File: config.mk
export PLATFORM = sky130hd
export DESIGN_NAME = pt_uart_loader
export DESIGN_NICKNAME = d
export VERILOG_FILES = /design/src/rtl/pt_uart_loader.sv
export SDC_FILE = /design/constraint.sdc
export NUM_CORES = 1
export LEC_CHECK = 0
export CORE_UTILIZATION = 35
export CTS_CLUSTER_SIZE = 8
export DETAILED_ROUTE_END_ITERATION = 10
export HOLD_SLACK_MARGIN = 0.02
export PLACE_DENSITY_LB_ADDON = 0.1
export RECOVER_POWER = 100
export SLEW_MARGIN = 20
export SYNTH_ARGS = -nofsm -noshare
export SYNTH_HDL_FRONTEND = slang
export SYNTH_SLANG_ARGS = --single-unit
export TNS_END_PERCENT = 10
File: constraint.sdc
create_clock -name clk -period 2.1 [get_ports clk]
set_input_delay 0.315 -clock clk [delete_from_list [all_inputs] [get_ports clk]]
set_output_delay 0.315 -clock clk [all_outputs]
set_load 0.01 [all_outputs]
File: src/rtl/pt_uart_loader.sv
// 8N1 UART receiver and frame assembler feeding 24-bit words to pt_enc through ad/ld.
// Define PT_LOADER_CHECKSUM_EN for 4-byte frames with an XOR trailer byte.
module pt_uart_loader #(
  parameter int unsigned CLKS_PER_BIT = 8,
  parameter int unsigned GAP_CLKS     = 400
) (
  input  logic        clk,
  input  logic        rst,
  input  logic        rxd,
  input  logic        enc_done,
  output logic [23:0] ad,
  output logic        ld,
  output logic        pending,
  output logic        frame_err,
  output logic        overrun
);

  localparam int unsigned HalfBit = CLKS_PER_BIT / 2;
  localparam int unsigned CntW    = $clog2(CLKS_PER_BIT);
  localparam int unsigned GapW    = $clog2(GAP_CLKS + 1);
`ifdef PT_LOADER_CHECKSUM_EN
  localparam logic [2:0]  LastIdx = 3'd3;
`else
  localparam logic [2:0]  LastIdx = 3'd2;
`endif

  typedef enum logic [1:0] {StIdle, StStart, StData, StStop} rx_state_e;

  rx_state_e       state_q, state_d;
  logic            rxd_meta, rxd_sync;
  logic            armed_q;
  logic [CntW-1:0] cnt_q, cnt_d;
  logic [2:0]      bit_q, bit_d;
  logic [7:0]      data_q, data_d;
  logic            byte_valid, stop_err;

  logic [2:0]      idx_q, idx_d;
  logic [23:0]     shadow_q, shadow_d;
  logic [23:0]     ad_q, ad_d;
  logic            pending_q, pending_d;
  logic            ld_q, ld_d;
  logic            fe_q, fe_d;
  logic            ov_q, ov_d;
  logic [GapW-1:0] gap_q, gap_d;
  logic            complete, word_ok;
  logic [23:0]     word;
`ifdef PT_LOADER_CHECKSUM_EN
  logic [7:0]      csum_q, csum_d;
`endif

  always_ff @(posedge clk or posedge rst) begin
    if (rst) begin
      rxd_meta <= 1'b1;
      rxd_sync <= 1'b1;
    end else begin
      rxd_meta <= rxd;
      rxd_sync <= rxd_meta;
    end
  end

  // A start bit needs the line to have been seen high first, so a held break
  // or a line low at reset release cannot retrigger reception.
  always_ff @(posedge clk or posedge rst) begin
    if (rst) begin
      armed_q <= 1'b0;
    end else if (stop_err) begin
      armed_q <= 1'b0;
    end else if (rxd_sync) begin
      armed_q <= 1'b1;
    end
  end

  always_ff @(posedge clk or posedge rst) begin
    if (rst) begin
      state_q <= StIdle;
      cnt_q   <= '0;
      bit_q   <= '0;
      data_q  <= '0;
    end else begin
      state_q <= state_d;
      cnt_q   <= cnt_d;
      bit_q   <= bit_d;
      data_q  <= data_d;
    end
  end

  always_comb begin
    state_d    = state_q;
    cnt_d      = cnt_q;
    bit_d      = bit_q;
    data_d     = data_q;
    byte_valid = 1'b0;
    stop_err   = 1'b0;
    unique case (state_q)
      StIdle: begin
        if (armed_q && !rxd_sync) begin
          state_d = StStart;
          cnt_d   = '0;
        end
      end
      StStart: begin
        if (cnt_q == CntW'(HalfBit - 1)) begin
          cnt_d = '0;
          bit_d = '0;
          if (!rxd_sync) begin
            state_d = StData;
          end else begin
            state_d = StIdle;
          end
        end else begin
          cnt_d = cnt_q + CntW'(1);
        end
      end
      StData: begin
        if (cnt_q == CntW'(CLKS_PER_BIT - 1)) begin
          cnt_d  = '0;
          data_d = {rxd_sync, data_q[7:1]};
          bit_d  = bit_q + 3'd1;
          if (bit_q == 3'd7) begin
            state_d = StStop;
          end
        end else begin
          cnt_d = cnt_q + CntW'(1);
        end
      end
      StStop: begin
        if (cnt_q == CntW'(CLKS_PER_BIT - 1)) begin
          cnt_d   = '0;
          state_d = StIdle;
          if (rxd_sync) begin
            byte_valid = 1'b1;
          end else begin
            stop_err = 1'b1;
          end
        end else begin
          cnt_d = cnt_q + CntW'(1);
        end
      end
      default: state_d = StIdle;
    endcase
  end

  always_ff @(posedge clk or posedge rst) begin
    if (rst) begin
      idx_q     <= '0;
      shadow_q  <= '0;
      ad_q      <= '0;
      pending_q <= 1'b0;
      ld_q      <= 1'b0;
      fe_q      <= 1'b0;
      ov_q      <= 1'b0;
      gap_q     <= '0;
`ifdef PT_LOADER_CHECKSUM_EN
      csum_q    <= '0;
`endif
    end else begin
      idx_q     <= idx_d;
      shadow_q  <= shadow_d;
      ad_q      <= ad_d;
      pending_q <= pending_d;
      ld_q      <= ld_d;
      fe_q      <= fe_d;
      ov_q      <= ov_d;
      gap_q     <= gap_d;
`ifdef PT_LOADER_CHECKSUM_EN
      csum_q    <= csum_d;
`endif
    end
  end

  always_comb begin
    idx_d     = idx_q;
    shadow_d  = shadow_q;
    ad_d      = ad_q;
    pending_d = pending_q;
    ld_d      = 1'b0;
    fe_d      = stop_err;
    ov_d      = 1'b0;
    gap_d     = '0;
    complete  = 1'b0;
    word_ok   = 1'b0;
    word      = shadow_q;
`ifdef PT_LOADER_CHECKSUM_EN
    csum_d    = csum_q;
`endif

    if (pending_q && enc_done) begin
      ld_d      = 1'b1;
      pending_d = 1'b0;
    end

    if (stop_err) begin
      idx_d    = '0;
      shadow_d = '0;
`ifdef PT_LOADER_CHECKSUM_EN
      csum_d   = '0;
`endif
    end else if (byte_valid) begin
      if (idx_q == LastIdx) begin
        idx_d    = '0;
        shadow_d = '0;
        complete = 1'b1;
`ifdef PT_LOADER_CHECKSUM_EN
        word     = shadow_q;
        word_ok  = (data_q == csum_q);
        csum_d   = '0;
`else
        word     = {shadow_q[15:0], data_q};
        word_ok  = 1'b1;
`endif
      end else begin
        idx_d    = idx_q + 3'd1;
        shadow_d = {shadow_q[15:0], data_q};
`ifdef PT_LOADER_CHECKSUM_EN
        csum_d   = csum_q ^ data_q;
`endif
      end
    end else if (state_q == StIdle && idx_q != 3'd0) begin
      // Partial frame stalled on an idle line: drop it silently.
      if (gap_q == GapW'(GAP_CLKS - 1)) begin
        idx_d    = '0;
        shadow_d = '0;
`ifdef PT_LOADER_CHECKSUM_EN
        csum_d   = '0;
`endif
      end else begin
        gap_d = gap_q + GapW'(1);
      end
    end

    // pending_q is the pre-edge value, so a frame finishing on a handoff edge overruns.
    if (complete) begin
      if (!word_ok) begin
        fe_d = 1'b1;
      end else if (pending_q) begin
        ov_d = 1'b1;
      end else begin
        ad_d      = word;
        pending_d = 1'b1;
      end
    end
  end

  assign ad        = ad_q;
  assign ld        = ld_q;
  assign pending   = pending_q;
  assign frame_err = fe_q;
  assign overrun   = ov_q;

endmodule

==> results of run 1 <==
layout make-up:
class                           instances  area [um^2]  share of cell area (%)
Tap cell                              108          135                    3.54
Sequential cell                        75         1880                    49.2
Inverter                                8         33.8                   0.885
Multi-Input combinational cell        142         1110                    29.2
Clock inverter                          7         97.6                    2.56
Clock buffer                            9          124                    3.24
Timing Repair Buffer                   44          434                    11.4
cells in the final DEF (no fill, tap or decap), types with 7 or more instances in the layout:
cell / netlist / layout
sky130_fd_sc_hd__a21oi_1: 7 / 7
sky130_fd_sc_hd__nor2_1: 16 / 16
sky130_fd_sc_hd__inv_1: 8 / 7
sky130_fd_sc_hd__a22o_1: 17 / 17
sky130_fd_sc_hd__dfrtp_1: 73 / 73
sky130_fd_sc_hd__clkbuf_8: 3 / 9
sky130_fd_sc_hd__mux2_2: 32 / 32
sky130_fd_sc_hd__nand2_1: 11 / 11
sky130_fd_sc_hd__ha_1: 7 / 7
sky130_fd_sc_hd__dlygate4sd3_1: 0 / 30
logic make-up after synthesis:
family / Yosys count / share of synthesized area [%]
AO/OA/AOI/OAI: 44 / 10.3
XOR/XNOR: 6 / 1.68
adder cells (fa/ha/maj): 7 / 2.80
buffers and inverters: 20 / 4.44
flip-flops: 75 / 60.1
multiplexers: 34 / 12.2
AND/OR/NAND/NOR: 51 / 8.52
timing repair:
action                                  4_1_cts  5_1_grt
hold buffers                                  0        0
endpoints found under the setup margin        0       38
resized for setup                             0        1
setup buffers                                 0        1
power by group:
part           internal [uW]  switching, uW
clock network            675            556
logic                    236            301
registers               1560            114
total                   2470            972
critical path, delay by kind of cell (launching register included):
family                   cells  cell delay [ns]
flip-flops                   1             0.41
AND/OR/NAND/NOR              2             0.62
AO/OA/AOI/OAI                1             0.21
buffers and inverters        1             0.15
adder cells (fa/ha/maj)      1             0.20
multiplexers                 1             0.26
registers in the layout, indices dropped and copies added, names as in the netlist, 3 cells and up, named ones only:
| signal | cells |
|---|---|
| bit_q | 3 |
| idx_q | 3 |
| shadow_q | 16 |
| data_q | 8 |
| ad | 24 |
| cnt_q | 3 |
| gap_q | 9 |
through the flow:
stage	worst slack [ns]	util, %
after global routing	0.00369	44.0
after global placement	0.157	41.6
after floorplan	0.0156	-
after detailed placement	0.129	41.6
after CTS	0.109	44.2
final	0.119	44.0
worst min-delay path by stage:
stage / depth (start not counted) / endpoint / start
final: 0 / rxd_sync$_DFF_PP1_ / rxd_meta$_DFF_PP1_
after global routing: 0 / rxd_sync$_DFF_PP1_ / rxd_meta$_DFF_PP1_
after CTS: 1 / rxd_meta$_DFF_PP1_ / rxd
after detailed placement: 0 / rxd_sync$_DFF_PP1_ / rxd_meta$_DFF_PP1_
after global placement: 0 / rxd_sync$_DFF_PP1_ / rxd_meta$_DFF_PP1_
after floorplan: 0 / rxd_meta$_DFF_PP1_ / rxd
routing by layer:
layer	GRT usage (%)	vias to the layer above	share of wire (%)
li1	-	941	-
met1	20.9	938	53
met2	18.1	24	42
met5	0	-	0
met4	5.51	0	0.94
met3	4.46	6	3.8
==> impl_metrics.py, run 1 <==
metrics = {
    "status": {
        "run_status": "complete, but fails checks",
        "violations": "design-rule violations",
    },
    "floorplanning": {
        "ioPinCount": 32,
        "core_region_area_um2": 8680,
        "die-height_um": 96.5,
        "initial_cell_density_of_the_core_pct": 36.0,
        "die_width_um": 96.5,
        "num_rows": 34,
        "fp.dieArea_um2": 9320,
    },
    "logic_synthesis": {
        "syn_area_per_cell_um2": 13.2,
        "synth.yosys.warnings": 0,
        "ys_top_cells_by_count": "73 x sky130_fd_sc_hd__dfrtp_1, 32 x sky130_fd_sc_hd__mux2_2, 17 x sky130_fd_sc_hd__a22o_1",
        "top_flip_flop_cell_by_instance_count_after_synthesis": "sky130_fd_sc_hd__dfrtp_1",
        "ys_seq_area_share_pct": 60.1,
        "asyncSetResetFlopFracSynth_pct": 100,
        "post_synth_main_area_contributors": "sky130_fd_sc_hd__dfrtp_1 58%, sky130_fd_sc_hd__mux2_2 12%, sky130_fd_sc_hd__a22o_1 4.8%, sky130_fd_sc_hd__ha_1 2.8%, sky130_fd_sc_hd__nor2_1 1.9%",
        "netlist_area_um2": 3130,
        "synth_top_cell_by_area": "sky130_fd_sc_hd__dfrtp_1",
        "yosys_register_bits": 75,
        "post_synth_edffs": 0,
        "synthDistinctLibCells": 43,
        "cells_after_synth": 237,
        "yosysMostFrequentCell": "sky130_fd_sc_hd__dfrtp_1",
        "post-synth-top-area-fraction_pct": 58.4,
        "syn_nets": 248,
    },
    "worst_setup_path": {
        "worst_setup_path_end_kind": "register",
        "startpoint_type": "register",
        "cp_data_arrival_time_ns": 2.19,
        "r2r.worst_path.cells": 6,
        "cp_slowest_cell": "sky130_fd_sc_hd__or4_4",
        "timing.critical_path.to": "idx_q[0]$_DFFE_PP0P_",
        "crit_required_ns": 2.31,
        "reg2reg_setup_slack_ns": 0.12,
        "critical_path.cell_chain": "ha_1 > nand4_2 > or4_4 > o21a_1 > buf_12 > mux2_2",
        "worstReg2RegEnd": "idx_q[0]$_DFFE_PP0P_",
        "timing.critical_path.from": "gap_q[0]$_DFF_PP0_",
        "crit_type": "reg2reg",
        "cpPeakStageDelay_ns": 0.50,
        "r2r-start": "gap_q[0]$_DFF_PP0_",
        "path_max_fanout": 19,
    },
    "timing": {
        "setup_tns_ns": 0,
        "max_clock_freq_mhz": 505,
        "setup_viol": 0,
        "slew_headroom_pct": 32.6,
        "clock-skew-final_ns": 0.0157,
        "timing_worst_slew_pin_value_ns": 1.01,
        "rsz0062_at_grt": "no",
        "fin_worst_hold_slack_ns": 0.360,
        "hold_viol_final": 0,
        "report.final.slew_viol_count": 0,
        "min_period_ns": 1.98,
        "final_min_period_over_clock_period_pct": 94.3,
    },
    "cells_and_area": {
        "final_cells": 393,
        "layout.filler_cells": 852,
        "area_delta_synth_final_pct": 22.1,
        "num_antenna_cells": 0,
        "layout.nets": 291,
        "post-route-cell-area_um2": 3820,
        "drive_above_1_share_pct": 23.2,
    },
    "grt": {
        "grt_remaining_overflow": 0,
        "track_usage_pct": 13.9,
        "grt_pass1_wl_um": 9660,
        "grt_start_max_net_pins": 76,
        "grt_pass1_vias": 1906,
        "antenna_found_initial": 0,
    },
    "place": {
        "number_of_port_buffers": 31,
        "place.detailed.instances": 376,
        "gp_congestion": 0.708,
        "detailedPlacementHpwl_um": 3560,
        "placedInstanceArea_um2": 3610,
    },
    "power": {
        "peakVddDrop_mv": 0.317,
        "power.total_uw": 3440,
        "power_leakage_uw": 0.00188,
        "power_per_cell_area_nw_per_um2": 901,
    },
    "worst_hold_path": {
        "holdCritPathClass": "reg2reg",
    },
    "route": {
        "postRouteAntennaNets": 0,
        "detail_route.wl_per_cell_um": 13.8,
        "routed_via_density": 4.86,
        "detail_route.drc_violations": 1,
        "drtPass1Iterations": 7,
        "vias": 1909,
        "dr.first_iter.drc_count": 72,
        "detail_route.wirelength_um": 5440,
    },
    "clock_tree": {
        "cts-buffers-inserted": 9,
        "ctsRootBufferMaster": "sky130_fd_sc_hd__clkbuf_8",
        "cts-root-to-sink-buffers": 2,
        "clock_sinks": 75,
        "path_clk_slew_ns": 0.09,
        "clock_latency_ns": 0.34,
        "tritoncts_clock_tree": "yes",
        "h-tree-depth": 3,
    },
    "flow_run": {
        "cap_viol_max_count": 0,
    },
}
No activity file was read; power rests on OpenSTA's default activity.
==> run 2, diff against run 1 <==
--- a/config.mk
+++ b/config.mk
@@ -11,7 +11,6 @@
 export HOLD_SLACK_MARGIN = 0.02
 export PLACE_DENSITY_LB_ADDON = 0.1
 export RECOVER_POWER = 100
-export SLEW_MARGIN = 20
 export SYNTH_ARGS = -nofsm -noshare
 export SYNTH_HDL_FRONTEND = slang
 export SYNTH_SLANG_ARGS = --single-unit
==> results of run 2 <==
The final DEF is identical to that of run 1; final timing and power are the same.
